--- src/rtl/addsub_pkg.sv ---
// Shared opcode encodings and flag layout for the pipelined adder/subtractor.
package addsub_pkg;

  localparam logic OP_ADD = 1'b0;
  localparam logic OP_SUB = 1'b1;

  typedef struct packed {
    logic overflow;
    logic carry_out;
    logic negative;
    logic zero;
  } alu_flags_t;

endpackage

--- src/rtl/chunk_adder.sv ---
// Combinational W-bit ripple segment: {cout, sum} = a + b + cin.
module chunk_adder #(
  parameter int unsigned W = 8
) (
  input  logic [W-1:0] a,
  input  logic [W-1:0] b,
  input  logic         cin,
  output logic [W-1:0] sum,
  output logic         cout
);

  assign {cout, sum} = {1'b0, a} + {1'b0, b} + {{W{1'b0}}, cin};

endmodule

--- src/rtl/pipelined_addsub.sv ---
// Pipelined two's-complement add/subtract: operands are captured, then one CHUNK-bit
// segment is resolved per stage with the carry registered between stages.
module pipelined_addsub
  import addsub_pkg::*;
#(
  parameter int unsigned WIDTH = 32,
  parameter int unsigned CHUNK = 8
) (
  input  logic             clk,
  input  logic             rst,
  input  logic             in_valid,
  output logic             in_ready,
  input  logic [WIDTH-1:0] a,
  input  logic [WIDTH-1:0] b,
  input  logic             sub,
  input  logic             carry_in,
  output logic             out_valid,
  input  logic             out_ready,
  output logic [WIDTH-1:0] sum,
  output logic             carry_out,
  output logic             overflow,
  output logic             zero,
  output logic             negative
);

  localparam int unsigned STAGES = WIDTH / CHUNK;

  if (WIDTH % CHUNK != 0) begin : g_width_check
    $error("pipelined_addsub: WIDTH must be a multiple of CHUNK");
  end

  logic             adv;
  logic [WIDTH-1:0] b_eff;
  logic             cin_eff;

  // Entry k holds operands with chunks below k already resolved into s_q[k].
  logic [STAGES:0]   vld_q;
  logic [WIDTH-1:0]  a_q [STAGES];
  logic [WIDTH-1:0]  b_q [STAGES];
  logic [WIDTH-1:0]  s_q [STAGES];
  logic [STAGES-1:0] c_q;

  logic [CHUNK-1:0]  ch_sum [STAGES];
  logic [STAGES-1:0] ch_cout;
  logic [WIDTH-1:0]  s_nxt [STAGES];

  logic [WIDTH-1:0]  sum_q;
  alu_flags_t        flags_q;
  alu_flags_t        flags_d;

  assign adv      = !vld_q[STAGES] || out_ready;
  assign in_ready = adv;

  // Borrow is folded in as an inverted carry so the chain is always a pure add.
  assign b_eff   = (sub == OP_SUB) ? ~b : b;
  assign cin_eff = (sub == OP_SUB) ? ~carry_in : carry_in;

  for (genvar k = 0; k < STAGES; k++) begin : g_chunk
    chunk_adder #(
      .W (CHUNK)
    ) u_chunk_adder (
      .a    (a_q[k][CHUNK*k +: CHUNK]),
      .b    (b_q[k][CHUNK*k +: CHUNK]),
      .cin  (c_q[k]),
      .sum  (ch_sum[k]),
      .cout (ch_cout[k])
    );
  end

  always_comb begin
    for (int k = 0; k < STAGES; k++) begin
      s_nxt[k] = s_q[k];
      s_nxt[k][CHUNK*k +: CHUNK] = ch_sum[k];
    end
  end

  always_comb begin
    flags_d           = '0;
    flags_d.zero      = (s_nxt[STAGES-1] == '0);
    flags_d.negative  = s_nxt[STAGES-1][WIDTH-1];
    flags_d.carry_out = ch_cout[STAGES-1];
    flags_d.overflow  = (a_q[STAGES-1][WIDTH-1] == b_q[STAGES-1][WIDTH-1]) &&
                        (s_nxt[STAGES-1][WIDTH-1] != a_q[STAGES-1][WIDTH-1]);
  end

  always_ff @(posedge clk or posedge rst) begin
    if (rst) begin
      vld_q   <= '0;
      c_q     <= '0;
      sum_q   <= '0;
      flags_q <= '0;
      for (int k = 0; k < STAGES; k++) begin
        a_q[k] <= '0;
        b_q[k] <= '0;
        s_q[k] <= '0;
      end
    end else if (adv) begin
      vld_q  <= {vld_q[STAGES-1:0], in_valid};
      a_q[0] <= a;
      b_q[0] <= b_eff;
      s_q[0] <= '0;
      c_q[0] <= cin_eff;
      for (int k = 1; k < STAGES; k++) begin
        a_q[k] <= a_q[k-1];
        b_q[k] <= b_q[k-1];
        s_q[k] <= s_nxt[k-1];
        c_q[k] <= ch_cout[k-1];
      end
      sum_q   <= s_nxt[STAGES-1];
      flags_q <= flags_d;
    end
  end

  assign out_valid = vld_q[STAGES];
  assign sum       = sum_q;
  assign carry_out = flags_q.carry_out;
  assign overflow  = flags_q.overflow;
  assign zero      = flags_q.zero;
  assign negative  = flags_q.negative;

endmodule

--- config.mk ---
export PLATFORM = sky130hd
export DESIGN_NAME = pipelined_addsub
export DESIGN_NICKNAME = d
export VERILOG_FILES = /design/src/rtl/addsub_pkg.sv /design/src/rtl/chunk_adder.sv /design/src/rtl/pipelined_addsub.sv
export SDC_FILE = /design/constraint.sdc
export NUM_CORES = 1
export LEC_CHECK = 0
export BUFFER_PORTS_ARGS = -buffer_cell sky130_fd_sc_hd__buf_2
export CORE_ASPECT_RATIO = 1.1
export CORE_MARGIN = 4
export CORE_UTILIZATION = 50
export CTS_CLUSTER_DIAMETER = 200
export DETAILED_ROUTE_END_ITERATION = 10
export PLACE_DENSITY = 0.73
export SLEW_MARGIN = 20
export SYNTH_ARGS = -nofsm -noshare
export SYNTH_HDL_FRONTEND = slang
export SYNTH_HIERARCHICAL = 1
export SYNTH_SLANG_ARGS = --single-unit
--- constraint.sdc ---
create_clock -name clk -period 9.75 [get_ports clk]
set_input_delay 0 -clock clk [delete_from_list [all_inputs] [get_ports clk]]
set_output_delay 0 -clock clk [all_outputs]
set_load 0.02 [all_outputs]
==> flow_summary.toml <==
[run_status]
status = "finished, final reports clean"

[clock_tree]
clk_pin_slew_ns = 0.06
cts_sinks = 252
cts_tree = "built"
root_buffer = "clkbuf_16"
cts_max_path_buffers = 3
clk_latency_ns = 0.51
numCtsBuffers = 26
htreeDepth = 1

[placement]
postPlaceCellArea_mm2 = 0.0117
place_congestion = 0.816
placed_cells = 1592
dp_slack_ns = 7.28
portBuffers = 107
hpwl_um = 13200

[synthesis]
yosysTopAreaCell = "dfrtp_1"
synth_top_area_share_pct = 56.6
ys_ff_latch = 252
yosysUniqueCellTypes = 34
synthTopCellsByArea = "dfrtp_1 (57%), nand2_1 (23%), xnor2_1 (3.2%)"
ys_warn_count = 6
synthArstFlopShare_pct = 100
yosysSeqAreaShare_pct = 56.6
synthFlopType = "dfrtp_1"
syn_inst = 1245
synth_edf_count = 0
avgSynthCellArea_um2 = 8.95
netlist_area_mm2 = 0.0111
syn_nets = 1351

[drt]
dr.pass1.iters = 4
met2_length_um = 9380
drc = 0
wl_met1_um = 10600
vias = 8235
ant_nets = 0
dr_wl_met3_um = 977
via_per_inst = 4.83
drt_iter0_markers = 632
maxUsedRoutingLayer = "met4"
wl_um = 21300
routedWlPerCell_um = 12.5

[run]
cap_violations = 0

[global_route]
grt_max_degree = 115
grt_pass1_vias = 7926
grt_overflow = 0
antenna_found_initial = 0
grt_pass1_wl_um = 36900
track_usage_pct = 17.6

[finish]
antenna_cells = 0
final_core_util_pct = 60.2
num-nets-final = 1498
syn2layout_area_growth_pct = 19.0
fin_area_mm2 = 0.0133
final_cell_count_no_fill = 1705
layout_commonest_cell = "nand2_1"
drive_gt1_share_pct = 11.7
final_cell_mix = "nand2_1 (693), dfrtp_1 (252), buf_2 (107)"
fillers = 1912

[worst_setup_path]
path_max_fanout = 2
crit_type = "flop to flop"
ff2ff_setup_slack_ns = 7.27
worst_r2r_endpoint = "zero"
worstPathArrival_ns = 2.90
r2r_start = "a_q[24]"
start_kind = "flop"
cp.required_ns = 10.17
rr_worst_depth = 8
end_kind = "flop"

[power_and_ir_drop]
clock_power_share_pct = 22.3
power.share.switching_pct = 37.7
share_seq_of_total_power_pct = 40.5
ir_drop_mv = 0.306
power.internal_mw = 2.76
p_sw_mw = 1.67
totalPowerFinal_mw = 4.43
power.density_mw_per_mm2 = 334
p_leak_nw = 6.92
p_comb_share_pct = 37.2

[floorplan]
die_area_mm2 = 0.0247
core_area_mm2 = 0.0220
io_pins = 108
die_w_um = 150
start_util_pct = 50.6
rows = 57
fp.dieH_um = 165

[hold_path]
min_path_type = "primary input to asynchronous set/reset pin"

[timing]
skew_ns = 0.00824
final_hold_viol_count = 0
fin_hold_ws_ns = 0.171
relSlewSlack_pct = 29.3
fin_crit_ns = 2.48
setup_viol = 0
drv_slew = 0
final.setup.tns_ns = 0
setup_slack_ns = 7.27
tightest_slew_ns = 1.06
max_freq_mhz = 403
period_share_pct = 25.4
rsz0062_at_grt = "false"
## final cells by class
cell class | instances | area [µm²] | share of cell area [%]
Sequential cell | 252 | 6310 | 47.5
Timing Repair Buffer | 180 | 1250 | 9.43
Clock buffer | 37 | 763 | 5.75
Clock inverter | 9 | 98.8 | 0.745
Inverter | 14 | 65.1 | 0.490
Multi-Input combinational cell | 918 | 4410 | 33.3
Tap cell | 295 | 369 | 2.78
## flip-flops by register name (all words and copies together), names as in the netlist
register and cells:
b_q 80, vld_q 5, zero 1, s_nxt 48
a_q 80, overflow 1, sum 32, carry_out 1
c_q 4
## logic make-up after synthesis
logic type	after synthesis	share of synthesized area, %
AOI/OAI and AO/OA	90	5.10
xor gates and xnor gates	49	3.85
adders and majority gates	36	4.58
buffers and inverters	75	3.91
DFF	252	56.6
muxes	2	0.180
and+or+nand+nor	741	25.8
## critical path, stage by stage, from the launching register on
cell and delay [ns]:
dfrtp_1 0.40, fa_1 0.47, fa_1 0.42, a21oi_1 0.21
o21bai_1 0.09, xor2_1 0.16, nor4_1 0.28, nand4_1 0.13
o31ai_1 0.23
## synth_stat cells, types with 8 or more instances
library cell    n
dfrtp_1       252
a21o_1          8
fa_1            8
xor2_1          8
nand2_1       693
o21ai_0        38
xnor2_1        41
nor4_1         12
buf_6          12
ha_1           28
inv_1           9
a21oi_1        19
nand3_1         8
buf_2          42
a311o_1         8
## worst max path at each step
stage / from / cells past startpoint / endpoint
floorplan: rst / 1 / a_q[100]
detailed placement: a_q[24] / 8 / zero
global placement: a_q[24] / 8 / zero
finish: a_q[24] / 8 / zero
global route: a_q[24] / 9 / zero
CTS: a_q[24] / 8 / zero
## per-layer routing
layer / vias to the layer above / GRT usage, %
met5: - / 0
met4: 0 / 3.62
met3: 23 / 2.47
met2: 146 / 26.9
met1: 3842 / 27.2
li1: 4224 / -
## power by group through the flow
stage / clock network [mW] / registers [mW] / logic (mW)
2_1_floorplan: 0 / 1.82 / 1.25
3_3_place_gp: 0 / 1.79 / 1.58
3_5_place_dp: 0 / 1.81 / 1.63
4_1_cts: 1.01 / 1.80 / 1.67
5_1_grt: 1.05 / 1.85 / 1.92
6_report: 0.987 / 1.79 / 1.65
## what timing repair did
item                                   in CTS  in global routing
setup buffers                               0                  0
hold buffers                               67                  0
gates resized for setup                     0                  0
endpoints found under the hold margin     172                  0
(Power assumes the default switching activity.)
